## src/rtl/imm_pkg.sv

```systemverilog
// Shared types for the immediate-generation stage: format codes, opcodes and the
// buffered entry layout.
package imm_pkg;

    // Entries are sized for the widest datapath; narrower builds use the low bits.
    localparam int unsigned XLEN_MAX = 64;

    typedef enum logic [2:0] {
        FmtR     = 3'd0,
        FmtI     = 3'd1,
        FmtS     = 3'd2,
        FmtB     = 3'd3,
        FmtU     = 3'd4,
        FmtJ     = 3'd5,
        FmtShamt = 3'd6,
        FmtCsr   = 3'd7
    } imm_fmt_t;

    localparam logic [6:0] OPC_LOAD   = 7'b0000011;
    localparam logic [6:0] OPC_OPIMM  = 7'b0010011;
    localparam logic [6:0] OPC_JALR   = 7'b1100111;
    localparam logic [6:0] OPC_STORE  = 7'b0100011;
    localparam logic [6:0] OPC_BRANCH = 7'b1100011;
    localparam logic [6:0] OPC_LUI    = 7'b0110111;
    localparam logic [6:0] OPC_AUIPC  = 7'b0010111;
    localparam logic [6:0] OPC_JAL    = 7'b1101111;
    localparam logic [6:0] OPC_SYSTEM = 7'b1110011;
    localparam logic [6:0] OPC_OP     = 7'b0110011;

    typedef struct packed {
        logic [XLEN_MAX-1:0] imm;
        imm_fmt_t            fmt;
        logic [XLEN_MAX-1:0] target;
        logic                illegal;
    } imm_entry_t;

endpackage

```

## src/rtl/imm_decode.sv

```systemverilog
// Combinational RV32I/RV64I immediate decoder; also forms pc+imm for branch, jump
// and AUIPC targets.
module imm_decode
    import imm_pkg::*;
#(
    parameter int unsigned XLEN      = 32,
    parameter bit          SUPPORT_U = 1'b1
) (
    input  logic [31:0]     in_instr,
    input  logic [XLEN-1:0] in_pc,
    output imm_entry_t      entry
);

    logic [6:0]      opcode;
    logic [2:0]      funct3;
    logic [XLEN-1:0] imm;
    logic [XLEN-1:0] target;
    imm_fmt_t        fmt;
    logic            illegal;
    logic            use_target;

    assign opcode = in_instr[6:0];
    assign funct3 = in_instr[14:12];

    always_comb begin
        imm        = '0;
        fmt        = FmtR;
        illegal    = 1'b0;
        use_target = 1'b0;
        if (in_instr[1:0] != 2'b11) begin
            illegal = 1'b1;
        end else begin
            unique case (opcode)
                OPC_LOAD, OPC_JALR: begin
                    imm = XLEN'($signed(in_instr[31:20]));
                    fmt = FmtI;
                end
                OPC_OPIMM: begin
                    if (funct3 == 3'b001 || funct3 == 3'b101) begin
                        fmt = FmtShamt;
                        imm = (XLEN == 64) ? XLEN'(in_instr[25:20]) : XLEN'(in_instr[24:20]);
                    end else begin
                        fmt = FmtI;
                        imm = XLEN'($signed(in_instr[31:20]));
                    end
                end
                OPC_STORE: begin
                    imm = XLEN'($signed({in_instr[31:25], in_instr[11:7]}));
                    fmt = FmtS;
                end
                OPC_BRANCH: begin
                    imm = XLEN'($signed({in_instr[31], in_instr[7], in_instr[30:25],
                                         in_instr[11:8], 1'b0}));
                    fmt        = FmtB;
                    use_target = 1'b1;
                end
                OPC_LUI, OPC_AUIPC: begin
                    if (SUPPORT_U) begin
                        imm        = XLEN'($signed({in_instr[31:12], 12'b0}));
                        fmt        = FmtU;
                        use_target = (opcode == OPC_AUIPC);
                    end else begin
                        illegal = 1'b1;
                    end
                end
                OPC_JAL: begin
                    imm = XLEN'($signed({in_instr[31], in_instr[19:12], in_instr[20],
                                         in_instr[30:21], 1'b0}));
                    fmt        = FmtJ;
                    use_target = 1'b1;
                end
                OPC_SYSTEM: begin
                    imm = XLEN'(in_instr[31:20]);
                    fmt = FmtCsr;
                end
                OPC_OP: begin
                    fmt = FmtR;
                end
                default: begin
                    illegal = 1'b1;
                end
            endcase
        end
    end

    // Modular add: wrap-around is intentional.
    assign target = use_target ? (in_pc + imm) : in_pc;

    always_comb begin
        entry         = '0;
        entry.imm     = XLEN_MAX'(imm);
        entry.fmt     = fmt;
        entry.target  = XLEN_MAX'(target);
        entry.illegal = illegal;
    end

endmodule

```

## src/rtl/imm_gen_pipe.sv

```systemverilog
// Registered immediate-generation stage: decoder in front of a MAIN/SKID two-entry
// buffer giving full throughput with a registered in_ready.
module imm_gen_pipe
    import imm_pkg::*;
#(
    parameter int unsigned XLEN      = 32,
    parameter bit          SUPPORT_U = 1'b1
) (
    input  logic            clk,
    input  logic            rst_n,
    input  logic            flush,
    input  logic            in_valid,
    output logic            in_ready,
    input  logic [31:0]     in_instr,
    input  logic [XLEN-1:0] in_pc,
    output logic            out_valid,
    input  logic            out_ready,
    output logic [XLEN-1:0] out_imm,
    output imm_fmt_t        out_fmt,
    output logic [XLEN-1:0] out_target,
    output logic            out_illegal
);

    typedef enum logic [1:0] {StEmpty, StOne, StTwo} state_t;

    state_t     state_q;
    imm_entry_t main_q;
    imm_entry_t skid_q;
    imm_entry_t dec_entry;
    logic       in_ready_q;
    logic       out_valid_q;
    logic       push;
    logic       pop;

    imm_decode #(
        .XLEN      (XLEN),
        .SUPPORT_U (SUPPORT_U)
    ) u_decode (
        .in_instr (in_instr),
        .in_pc    (in_pc),
        .entry    (dec_entry)
    );

    assign push = in_valid & in_ready_q;
    assign pop  = out_valid_q & out_ready;

    always_ff @(posedge clk or negedge rst_n) begin
        if (!rst_n) begin
            state_q     <= StEmpty;
            main_q      <= '0;
            skid_q      <= '0;
            in_ready_q  <= 1'b1;
            out_valid_q <= 1'b0;
        end else if (flush) begin
            state_q     <= StEmpty;
            in_ready_q  <= 1'b1;
            out_valid_q <= 1'b0;
        end else begin
            unique case (state_q)
                StEmpty: begin
                    if (push) begin
                        main_q      <= dec_entry;
                        state_q     <= StOne;
                        out_valid_q <= 1'b1;
                    end
                end
                StOne: begin
                    if (push && pop) begin
                        main_q <= dec_entry;
                    end else if (pop) begin
                        state_q     <= StEmpty;
                        out_valid_q <= 1'b0;
                    end else if (push) begin
                        skid_q     <= dec_entry;
                        state_q    <= StTwo;
                        in_ready_q <= 1'b0;
                    end
                end
                StTwo: begin
                    // in_ready is low here, so only a pop can move us.
                    if (pop) begin
                        main_q     <= skid_q;
                        state_q    <= StOne;
                        in_ready_q <= 1'b1;
                    end
                end
                default: begin
                    state_q     <= StEmpty;
                    in_ready_q  <= 1'b1;
                    out_valid_q <= 1'b0;
                end
            endcase
        end
    end

    assign in_ready    = in_ready_q;
    assign out_valid   = out_valid_q;
    assign out_imm     = main_q.imm[XLEN-1:0];
    assign out_fmt     = main_q.fmt;
    assign out_target  = main_q.target[XLEN-1:0];
    assign out_illegal = main_q.illegal;

    if (XLEN < XLEN_MAX) begin : g_narrow
        logic unused_hi;
        assign unused_hi = ^{main_q.imm[XLEN_MAX-1:XLEN], main_q.target[XLEN_MAX-1:XLEN]};
    end

endmodule
```

## config.mk

```make
export PLATFORM = sky130hd
export DESIGN_NAME = imm_gen_pipe
export DESIGN_NICKNAME = d
export VERILOG_FILES = /design/src/rtl/imm_pkg.sv /design/src/rtl/imm_decode.sv /design/src/rtl/imm_gen_pipe.sv
export SDC_FILE = /design/constraint.sdc
export NUM_CORES = 1
export LEC_CHECK = 0
export BUFFER_PORTS_ARGS = -buffer_cell sky130_fd_sc_hd__buf_2
export CAP_MARGIN = 20
export CORE_ASPECT_RATIO = 1.4
export CORE_MARGIN = 2
export CORE_UTILIZATION = 50
export CTS_CLUSTER_DIAMETER = 80
export DETAILED_ROUTE_END_ITERATION = 8
export PLACE_DENSITY = 0.78
export SKIP_CTS_REPAIR_TIMING = 1
export SYNTH_ARGS = -nofsm -noshare
export SYNTH_HDL_FRONTEND = slang
export SYNTH_SLANG_ARGS = --single-unit
```

## constraint.sdc

```tcl
create_clock -name clk -period 3.2 [get_ports clk]
set_clock_uncertainty 0.2 [all_clocks]
set_input_delay 0.48 -clock clk [delete_from_list [all_inputs] [get_ports clk]]
set_output_delay 0.48 -clock clk [all_outputs]
set_load 0.05 [all_outputs]
```

==> run_results.csv <==
group,metric,value,unit
outcome,outcome,"finished, violations left",
outcome,violations,"negative setup slack",
timing,tightest_slew,0.739,ns
route,drcViolationCount,0,
cts,cts_root_buf,"clkbuf_16",
timing,max_freq,266,MHz
cts,clk_pin_slew_worst_paths,0.06,ns
logic_synthesis,synth_edf_count,0,
layout,nets,1393,
logic_synthesis,synth_simple_gate_area_share,17.9,%
floorplan,dieArea,0.0178,sq mm
worst_setup_path,cp_data_required_time,3.32,ns
layout,drive_gt1_share,38.7,%
route,drt_iter0_drc,661,
timing,finalSetupViolCount,47,
global_route,grt_max_degree,108,
layout,final_core_util,72.8,%
route,via_per_inst,5.84,
floorplan,ioPinCount,139,
pwr,power_frac_seq,35.3,%
floorplan,start_util,50.4,%
timing,hold_viol,0,
logic_synthesis,ys_warn_count,0,
timing,slew-limit-headroom,50.7,%
floorplan,die_height,157,microns
logic_synthesis,seq_area_frac_synth,41.9,%
logic_synthesis,syn_inst,1025,
logic_synthesis,synth_fa_ha_area_share,4.87,%
timing,finalMaxSlewViolations,0,
route,final_antenna_net_count,0,
placed_design,place_congestion,0.964,
pwr,p_leak,5.82,nW
pwr,switching_share,38.1,%
route,routed_wl,27.5,mm
logic_synthesis,synth_area,0.00837,sq mm
global_route,grt_overflow,0,
timing,period_needed,3.75,ns
placed_design,dp.cells,1456,
cts,cts_tree,"built",
logic_synthesis,yosys-mux-area-fraction,3.21,%
floorplan,core_region_area,0.0166,sq mm
logic_synthesis,synth_compound_area_share,25.2,%
floorplan,fp.dieW,113,microns
logic_synthesis,async_reset_ff_share,100,%
logic_synthesis,synthDistinctLibCells,61,
pwr,clkPwrFrac,31.8,%
route,firstDrtPassIters,6,
worst_setup_path,endpoint_kind,"flip-flop",
global_route,antenna_found_initial,0,
cts,clk_path_buf_depth,2,
global_route,grt_pass1_wl,40.3,mm
logic_synthesis,syn_area_per_cell,8.17,sq um
floorplan,rows,56,
hold_path,hold_class,"in2reg",
timing,fin_crit_sh,117,%
logic_synthesis,synth-seq-cells,140,
route,wl_per_cell,18.2,microns
placed_design,port_buffers,138,
worst_setup_path,crit_path_start_kind,"input port",
logic_synthesis,syn_nets,1126,
placed_design,place_hpwl,18.5,mm
pwr,pwr-share-comb,33.0,%
worst_setup_path,worstSetupPathType,"in2reg",
pwr,peakVddDrop,0.337,mV
global_route,track_usage,28.8,%
global_route,grt_pass1_vias,8067,
layout,stdcell_count,1507,
timing,fin_ws,-0.553,ns
logic_synthesis,synthFlopType,"dfrtp_1",
logic_synthesis,synth_xor_area_share,2.20,%
cts,clkLatencyLatePin,0.43,ns
cts,htreeDepth,4,
layout,syn_to_final_growth,44.5,%
route,route.vias.total,8808,
layout,final_cell_mix,"174 x nand2_1, 159 x buf_4, 139 x dfrtp_1, 135 x buf_2, 92 x o21ai_0",
logic_synthesis,synth_top_family_by_area,"compound AO/OA/AOI/OAI gates",
pwr,p_switching,2.73,mW
layout,num_antenna_cells,0,
pwr,p_per_area,592,mW/mm^2
timing,rsz0062_at_grt,"true",
cts,cts_num_sinks,140,
worst_setup_path,cp_max_fo,6,
layout,final_common_cell,"nand2_1",
job,max-cap-violations,0,
worst_setup_path,critPathArrivalTime,3.87,ns
cts,cts_buffers,17,
pwr,intPower,4.43,mW
-- kinds of logic after synthesis --
kind of cell               Yosys count
buffers and inverters              103
adders and majority gates           32
muxes                               26
xor gates and xnor gates            21
AOI/OAI and AO/OA                  356
and+or+nand+nor                    347
DFF                                140
-- per-stage QoR --
stage / hold slack, ns / total power [mW] / worst slack (ns) / instance area, sq um / setup TNS, ns
global placement: 0.252 / 4.70 / -1.01 / 10600 / -34.70
finish: 0.0695 / 7.16 / -0.553 / 12100 / -13.49
floorplan: -0.0156 / 4.07 / -0.557 / 8700 / -12.61
CTS: -0.160 / 7.05 / -0.721 / 11300 / -15.33
detailed placement: 0.261 / 4.77 / -1.09 / 10600 / -37.36
global route: 0.0799 / 7.46 / -0.690 / 12100 / -19.44
-- power by group through the flow --
stage                     clock [mW]  combinational [mW]  sequential, mW
final                           2.28                2.36            2.53
after global routing            2.36                2.52            2.58
after CTS                       2.29                2.25            2.52
after detailed placement           0                2.23            2.54
after global placement             0                2.18            2.52
after floorplan                    0               0.756            3.32
-- synth_stat cells, types with 2 or more instances --
master	number	area, sq um
o21bai_1	6	45.0
o21ai_0	111	556
nor3b_1	3	22.5
a21boi_1	2	15.0
dfrtp_1	139	3480
a31oi_1	16	100
a21oi_1	117	586
xnor2_1	10	87.6
nor4_1	3	18.8
o211ai_1	5	37.5
nand3_1	17	85.1
inv_1	38	143
a21o_1	18	135
ha_1	31	388
mux2i_1	19	190
o21ai_1	26	130
buf_2	6	30.0
and2_1	11	68.8
buf_1	4	15.0
nor2b_1	6	37.5
nand3b_1	2	15.0
nand2b_1	3	18.8
a32oi_1	2	17.5
and3_1	9	56.3
mux2_2	7	78.8
nor2_1	82	308
o22ai_1	4	25.0
nor3_1	13	65.1
a22oi_1	5	37.5
a2111oi_0	2	17.5
xor2_1	11	96.3
clkbuf_1	55	206
or3_1	7	43.8
nand2_1	180	676
a41oi_1	4	35.0
a211oi_1	16	120
nand4_1	4	25.0
o21a_1	8	60.1
-- per-layer routing --
layer | global-route usage [%] | vias up | wire, microns
li1 | - | 4126 | -
met1 | 36.1 | 4227 | 10800
met2 | 48.6 | 373 | 13800
met3 | 4.97 | 82 | 1680
met4 | 13.2 | 0 | 1250
met5 | 0 | - | 0
-- cell type report --
class | count | area, sq um
Fill cell | 1173 | 4510
Sequential cell | 140 | 3500
Tap cell | 203 | 254
Clock inverter | 10 | 213
Inverter | 38 | 145
Timing Repair Buffer | 313 | 2140
Clock buffer | 21 | 450
Multi-Input combinational cell | 782 | 5390
-- registers in the layout (all words and copies together) (netlist names) --
signal,cells
skid_q,68
out_illegal,1
out_fmt,3
out_target,32
in_ready,1
state_q,2
out_imm,32
out_valid,1
-- critical path, stage by stage --
cell	delay (ns)
buf_8	0.10
and2_4	0.17
buf_6	0.12
a21oi_4	0.19
o22ai_4	0.12
buf_6	0.13
a22oi_2	0.25
inv_2	0.10
ha_4	0.26
o21a_1	0.18
o31a_1	0.12
o31a_4	0.31
a21oi_4	0.19
o31ai_4	0.09
a311oi_4	0.34
buf_6	0.17
mux2i_4	0.23
a31oi_1	0.13
a21o_1	0.18
-- path summary, 6_finish.rpt --
kind	startpoint	end	slack, ns	cells after the start
worst max register to register	in_ready	out_target[30]	0.70	7
worst min register to register	out_target[19]	out_target[19]	0.27	1
worst max-delay path	in_instr[6]	out_target[28]	-0.55	19
min in group asynchronous	rst_n	out_imm[14]	0.38	2
max in group asynchronous	rst_n	skid_q[93]	1.56	3
worst min-delay path	out_ready	state_q[1]	0.07	2
Power figures use the tool's default switching activity.
